**src/rtl/convertidor_binario_bcd_secuencial.sv**
```systemverilog
// Iterative multi-channel binary-to-BCD converter (shift-and-add-3, one shift per clock).
// Ports:
//   clk        - system clock, rising edge
//   reset      - synchronous active-high reset
//   datos      - packed channel inputs, channel c at [c*ANCHO +: ANCHO]
//   seleccion  - channel index, sampled when a start is accepted
//   inicio     - start request, accepted only while idle
//   ocupado    - conversion in progress
//   valido     - one-cycle pulse marking the result cycle
//   bcd        - result digits, digit d (0 = units) at [4*d +: 4]
//   desborde   - converted value did not fit in DIGITOS digits
module convertidor_binario_bcd_secuencial #(
    parameter  int unsigned ANCHO   = 10,
    parameter  int unsigned DIGITOS = 4,
    parameter  int unsigned CANALES = 2,
    localparam int unsigned SEL_W   = (CANALES > 1) ? $clog2(CANALES) : 1
) (
    input  logic                       clk,
    input  logic                       reset,
    input  logic [CANALES*ANCHO-1:0]   datos,
    input  logic [SEL_W-1:0]           seleccion,
    input  logic                       inicio,
    output logic                       ocupado,
    output logic                       valido,
    output logic [4*DIGITOS-1:0]       bcd,
    output logic                       desborde
);

    localparam int unsigned BCD_W = 4 * DIGITOS;
    localparam int unsigned SR_W  = BCD_W + ANCHO;
    localparam int unsigned CNT_W = $clog2(ANCHO + 1);

    typedef enum logic [1:0] {
        REPOSO   = 2'd0,
        DESPLAZA = 2'd1,
        FIN      = 2'd2
    } estado_t;

    estado_t           estado_q, estado_d;
    logic [SR_W-1:0]   sr_q, sr_d;
    logic              pegado_q, pegado_d;
    logic [CNT_W-1:0]  cnt_q, cnt_d;
    logic              ocupado_q, ocupado_d;
    logic              valido_q, valido_d;
    logic [BCD_W-1:0]  bcd_q, bcd_d;
    logic              desborde_q, desborde_d;

    logic [ANCHO-1:0]  dato_sel;
    logic [SR_W-1:0]   ajuste;

    // Channel mux; an out-of-range index falls back to channel 0.
    always_comb begin
        dato_sel = datos[ANCHO-1:0];
        for (int unsigned c = 0; c < CANALES; c++) begin
            if (32'(seleccion) == c) begin
                dato_sel = datos[c*ANCHO +: ANCHO];
            end
        end
    end

    // Add-3 correction of every BCD digit that is 5 or more, ahead of the shift.
    always_comb begin
        ajuste = sr_q;
        for (int unsigned d = 0; d < DIGITOS; d++) begin
            if (sr_q[ANCHO + 4*d +: 4] >= 4'd5) begin
                ajuste[ANCHO + 4*d +: 4] = sr_q[ANCHO + 4*d +: 4] + 4'd3;
            end
        end
    end

    // State and datapath registers.
    always_ff @(posedge clk) begin
        if (reset) begin
            estado_q   <= REPOSO;
            sr_q       <= '0;
            pegado_q   <= 1'b0;
            cnt_q      <= '0;
            ocupado_q  <= 1'b0;
            valido_q   <= 1'b0;
            bcd_q      <= '0;
            desborde_q <= 1'b0;
        end else begin
            estado_q   <= estado_d;
            sr_q       <= sr_d;
            pegado_q   <= pegado_d;
            cnt_q      <= cnt_d;
            ocupado_q  <= ocupado_d;
            valido_q   <= valido_d;
            bcd_q      <= bcd_d;
            desborde_q <= desborde_d;
        end
    end

    // Next-state and datapath logic.
    always_comb begin
        estado_d   = estado_q;
        sr_d       = sr_q;
        pegado_d   = pegado_q;
        cnt_d      = cnt_q;
        bcd_d      = bcd_q;
        desborde_d = desborde_q;

        case (estado_q)
            REPOSO: begin
                if (inicio) begin
                    sr_d     = {BCD_W'(0), dato_sel};
                    pegado_d = 1'b0;
                    cnt_d    = CNT_W'(ANCHO);
                    estado_d = DESPLAZA;
                end
            end
            DESPLAZA: begin
                sr_d     = {ajuste[SR_W-2:0], 1'b0};
                // Any bit leaving the top digit means the value needs more digits.
                pegado_d = pegado_q | ajuste[SR_W-1];
                cnt_d    = cnt_q - CNT_W'(1);
                if (cnt_q == CNT_W'(1)) begin
                    estado_d = FIN;
                end
            end
            FIN: begin
                bcd_d      = sr_q[SR_W-1 -: BCD_W];
                desborde_d = pegado_q;
                estado_d   = REPOSO;
            end
            default: begin
                estado_d = REPOSO;
            end
        endcase

        // Status flags follow the state being entered, so they come straight from flops.
        ocupado_d = (estado_d == DESPLAZA);
        valido_d  = (estado_d == FIN);
    end

    assign ocupado  = ocupado_q;
    assign valido   = valido_q;
    assign bcd      = bcd_q;
    assign desborde = desborde_q;

endmodule

```
**config.mk**
```make
export PLATFORM = sky130hd
export DESIGN_NAME = convertidor_binario_bcd_secuencial
export DESIGN_NICKNAME = d
export VERILOG_FILES = /design/src/rtl/convertidor_binario_bcd_secuencial.sv
export SDC_FILE = /design/constraint.sdc
export NUM_CORES = 1
export LEC_CHECK = 0
export CAP_MARGIN = 5
export CORE_UTILIZATION = 52
export DETAILED_ROUTE_END_ITERATION = 12
export GPL_TIMING_DRIVEN = 0
export PLACE_DENSITY = 0.78
export SLEW_MARGIN = 5
export SYNTH_ARGS = -nofsm -noshare
export SYNTH_HDL_FRONTEND = slang
export SYNTH_SLANG_ARGS = --single-unit
```
**constraint.sdc**
```tcl
create_clock -name clk -period 1.7 [get_ports clk]
set_input_delay 0.34 -clock clk [delete_from_list [all_inputs] [get_ports clk]]
set_output_delay 0.34 -clock clk [all_outputs]
set_load 0.1 [all_outputs]
```
Word-level counts from Yosys, hierarchy flattened
Index checks and enable logic that the tools add are counted.
{"block": "op_classes", "n_addsub": 5, "order_cmp": 4, "n_eq_ne": 6, "n_mux": 14, "n_bitwise": 1, "n_reduce_logical": 3}
{"op": "$pmux 26 s2", "n": 1}
{"op": "$mux 26", "n": 1}
{"op": "$mux 4", "n": 5}
{"op": "$add 4x2->4 const B", "n": 4}
{"op": "$ge 4x3->1 const B", "n": 4}
{"op": "$mux 10", "n": 1}
{"op": "$pmux 4 s2", "n": 1}
{"op": "$eq 2x1->1 const B", "n": 2}
{"op": "$eq 2x2->1 const B", "n": 2}
{"op": "$eq 4x1->1 const B", "n": 1}
{"op": "$mux 2", "n": 2}
{"op": "$pmux 2 s2", "n": 1}
{"op": "$sub 4x1->4 const B", "n": 1}
{"op": "$logic_not 2->1", "n": 1}
{"op": "$ne 2x2->1 const B", "n": 1}
{"op": "$pmux 1 s2", "n": 1}
{"op": "$reduce_and 2->1", "n": 1}
{"op": "$reduce_bool 2->1", "n": 1}
{"op": "$mux 1", "n": 1}
{"op": "$or 1x1->1", "n": 1}
{"block": "word_totals", "register_bits": 52, "output_inout_bits": 19}

Longest topological paths before layout
Gate-level depths: netlist (run 1).
{"block": "logic_depth", "depth_word": 4, "ltp_mapped": 6, "mapped_depth_nobuf": 6}

Least setup slack after synthesis (run 1)
Ideal clock, no wire load.
{"block": "synth_path", "path_type": "reg-to-reg", "startpoint": "register sr_q[23]", "endpoint": "register sr_q[24]", "setup_ns": 0.074, "t_arrival_ns": 1.431, "required_ns": 1.626, "path_slack_ns": 0.195, "stages_incl_launch_ff": 7, "n_path_buf": 0, "period_less_slack_ns": 1.505, "path_cell_list": "dfxtp_1 inv_1 ha_1 nand2b_1 a21oi_1 mux2_2 o21ai_0"}
{"block": "synth_between", "elab_chain_len": 3}
{"element": "from (decl)", "line_no": "40", "source": "logic [SR_W-1:0] sr_q, sr_d;"}
{"element": "from (signal assigned)", "line_no": "84", "source": "sr_q <= sr_d;"}
{"element": "$add 4x2->4 / $ge 4x3->1 (equally long branches)", "line_no": "66, 65"}
{"element": "$mux 4 (*)", "line_no": "65", "source": "if (sr_q[ANCHO + 4*d +: 4] >= 4'd5) begin"}
{"element": "$pmux 26 s2 (*)", "line_no": "103", "source": "case (estado_q)"}
Every way passes the cells marked *; elsewhere a longest branch is shown, timed or not.
A chain may end at the register's enable or synchronous reset.

Final worst setup path (run 1)
Same ends and word-level chain as after synthesis.

==> out/metrics.cfg, run 1 <==
[status]
status=finished clean

[cells_and_area]
drive_gt1_share_pct=18.4
final_cells=355
layout.nets=338
fillerInstances=334
layout_commonest_cell=dfxtp_1
stdcell_area_sq_um=2930
n_antenna_cell=0
area_growth_pct=26.0
mostFrequentLayoutCells=dfxtp_1, nand2_1, a21oi_1, clkdlybuf4s50_1, clkdlybuf4s15_2

[synthesis]
syn_area_per_cell_sq_um=9.10
synth_area_sq_um=2330
synth.largest_area_cell=dfxtp_1
yosys_warnings=0
syn-num-nets=290
synth_top_area_share_pct=44.7
synth_cell_types=35
seq_area_frac_synth_pct=44.7
syn_inst=256
ys_ff_latch=52
synth.area.top_cells=dfxtp_1, nand2_1, a21oi_1, ha_1, mux2_2

[sta]
max_slew_margin_pct=63.6
fin_setup_tns_ns=0
finalSetupViolations=0
worstMarginPinSlew_ns=0.549
timing.fmax_mhz=633
finalHoldViolations=0
maxSlewViolCount=0
hold_ws_ns=0.455
post-route-period-util_pct=92.9
fin_crit_ns=1.58
skew_ns=0.00358
rsz0062_at_grt=false

[global_route]
grt_pass1_wl_um=7940
grt_max_degree=15
grtUsageMet3_pct=5.43
grtUsageTotal_pct=22.8
gr-usage-met1_pct=25.8
grt_overflow=0
top_usage_layer=met2
met2_usage_pct=41.7
first_global_vias=1782
antenna_found_initial=0

[routing]
first_iter_violations=112
viasPerCell=5.46
wl_um=4750
vias=1940
antenna_left=0
wl_per_cell_um=13.4
dr.pass1.iters=5
drc=0

[worst_setup_path]
reg2reg_slack_ns=0.12
critPathKind=flop to flop
reg2reg_depth=6
endpoint=sr_q[24]$_SDFFE_PP0P_
crit_fanout=4
critPathArrivalTime_ns=1.80
slowest_delay_ns=0.36
reg2reg_to=sr_q[24]$_SDFFE_PP0P_
slowest_stage=dfxtp_2
worstPathCellList=inv_1 -> ha_1 -> nand2b_1 -> a21oi_4 -> mux2_2 -> o21ai_0
worstSetupStartpointType=flop
end_kind=flop
rr_startpoint=sr_q[23]$_SDFFE_PP0P_
worstPathRequired_ns=1.92
worstSetupStartpoint=sr_q[23]$_SDFFE_PP0P_

[place]
place_congestion=0.812
dp_hpwl_um=3470
dp.cells=347
placed_area_sq_um=2800
io_buffers=41

[cts]
clk_pin_slew_ns=0.08
hold_buffers=0
cts_setup_buffers=0
clock-sinks=52
cts_inserted_buffers=5
cts_resized=59
cts_root_buf=clkbuf_8
cts_tree=built
clk_path_buf_depth=2
htreeDepth=2
worstSkewPairLatency_ns=0.30

[power_and_ir_drop]
power_density_nw_per_um2=770
vdd_drop_max_v=0.000435
power.leakage_uw=0.00107
p_total_uw=2260

[floorplanning]
ios=43
die-height_um=68.9
die_w_um=68.9
core_area_sq_um=4140
start_util_pct=56.2
rows=23
die-area_sq_um=4750

[job]
maxCapViolCount=0

[hold_path]
hp-class=flop to flop

[metrics by stage]
step	setup WS [ns]	utilization, %
2_1_floorplan	0.195	-
3_3_place_gp	-0.340	67.6
3_5_place_dp	-0.365	67.6
4_1_cts	0.0458	70.5
5_1_grt	0.0315	70.8
6_report	0.121	70.8
[worst min-delay path by stage]
stage	from	end	slack, ns	cells past startpoint
global placement	bcd[12]$_SDFFE_PP0N_	bcd[12]$_SDFFE_PP0N_	0.44	2
floorplan	pegado_q$_SDFFE_PP0P_	desborde$_SDFFE_PP0N_	0.43	2
global route	bcd[12]$_SDFFE_PP0N_	bcd[12]$_SDFFE_PP0N_	0.48	2
CTS	bcd[4]$_SDFFE_PP0N_	bcd[4]$_SDFFE_PP0N_	0.46	2
detailed placement	bcd[4]$_SDFFE_PP0N_	bcd[4]$_SDFFE_PP0N_	0.45	2
finish	bcd[4]$_SDFFE_PP0N_	bcd[4]$_SDFFE_PP0N_	0.46	2
[cells in the mapped netlist]
master / number
dfxtp_1: 52
nor2b_4: 1
nand2b_2: 1
inv_1: 10
nand2b_1: 6
a211oi_1: 2
buf_1: 1
ha_1: 10
mux2_2: 11
and3_1: 2
nand3_1: 4
xor2_1: 4
or2b_1: 1
and2b_1: 1
mux2i_1: 3
nor2b_1: 1
a222oi_1: 9
a21oi_1: 27
nand2_1: 42
nor3b_1: 2
a22o_1: 3
o21ai_0: 13
buf_6: 4
a221oi_1: 1
nor2_1: 15
nor3_1: 5
buf_4: 2
clkbuf_1: 3
o31ai_1: 3
a311oi_1: 3
o32ai_2: 1
xnor2_1: 4
buf_2: 6
a22oi_1: 2
o21bai_1: 1
[power by group]
| part | switching (uW) | internal, uW |
|---|---|---|
| registers | 22.3 | 1250 |
| clock network | 374 | 333 |
| logic | 142 | 138 |
| total | 538 | 1720 |
[flip-flops by register name, indices dropped and copies added, names as in the netlist]
| signal | cells |
|---|---|
| desborde | 1 |
| sr_q | 26 |
| bcd | 16 |
| ocupado | 1 |
| estado_q | 2 |
| pegado_q | 1 |
| cnt_q | 4 |
| valido | 1 |
[metal layers]
layer  vias to the layer above  wire [um]
li1                        984          -
met1                       892       2080
met2                        58       2360
met3                         6        248
met4                         0         61
met5                         -          0
[cell families (layout without fill, tap and decap cells)]
| family | count (synthesis) | count (layout) | share of synthesized area [%] |
|---|---|---|---|
| AOI/OAI and AO/OA | 65 | 65 | 18.4 |
| adders and majority gates | 10 | 10 | 5.37 |
| buffers and inverters | 26 | 75 | 6.13 |
| xor gates and xnor gates | 8 | 8 | 3.01 |
| muxes | 14 | 14 | 6.61 |
| and+or+nand+nor | 81 | 81 | 15.8 |
| DFF | 52 | 52 | 44.7 |
[critical path: cells and delay by family, from the launching register on]
family,cells,cell delay (ns)
AOI/OAI and AO/OA,2,0.37
DFF,1,0.36
muxes,1,0.35
adders and majority gates,1,0.19
and+or+nand+nor,1,0.18
buffers and inverters,1,0.07
[area by class of cell]
type | count | area, sq um | share of cell area (%)
Multi-Input combinational cell | 178 | 1160 | 39.5
Tap cell | 50 | 62.6 | 2.13
Clock buffer | 8 | 90.1 | 3.07
Buffer | 16 | 108 | 3.67
Sequential cell | 52 | 1040 | 35.5
Inverter | 10 | 37.5 | 1.28
Timing Repair Buffer | 41 | 434 | 14.8
Note: power is estimated with default switching activity, not from simulation.
==> inputs of run 2 (changes only) <==
--- a/config.mk
+++ b/config.mk
@@ -7,6 +7,7 @@
 export LEC_CHECK = 0
 export CAP_MARGIN = 5
 export CORE_UTILIZATION = 52
+export CTS_CLUSTER_DIAMETER = 100
 export DETAILED_ROUTE_END_ITERATION = 12
 export GPL_TIMING_DRIVEN = 0
 export PLACE_DENSITY = 0.78
==> results of run 2 <==
No change in the layout: final DEF, timing and power equal those of run 1.
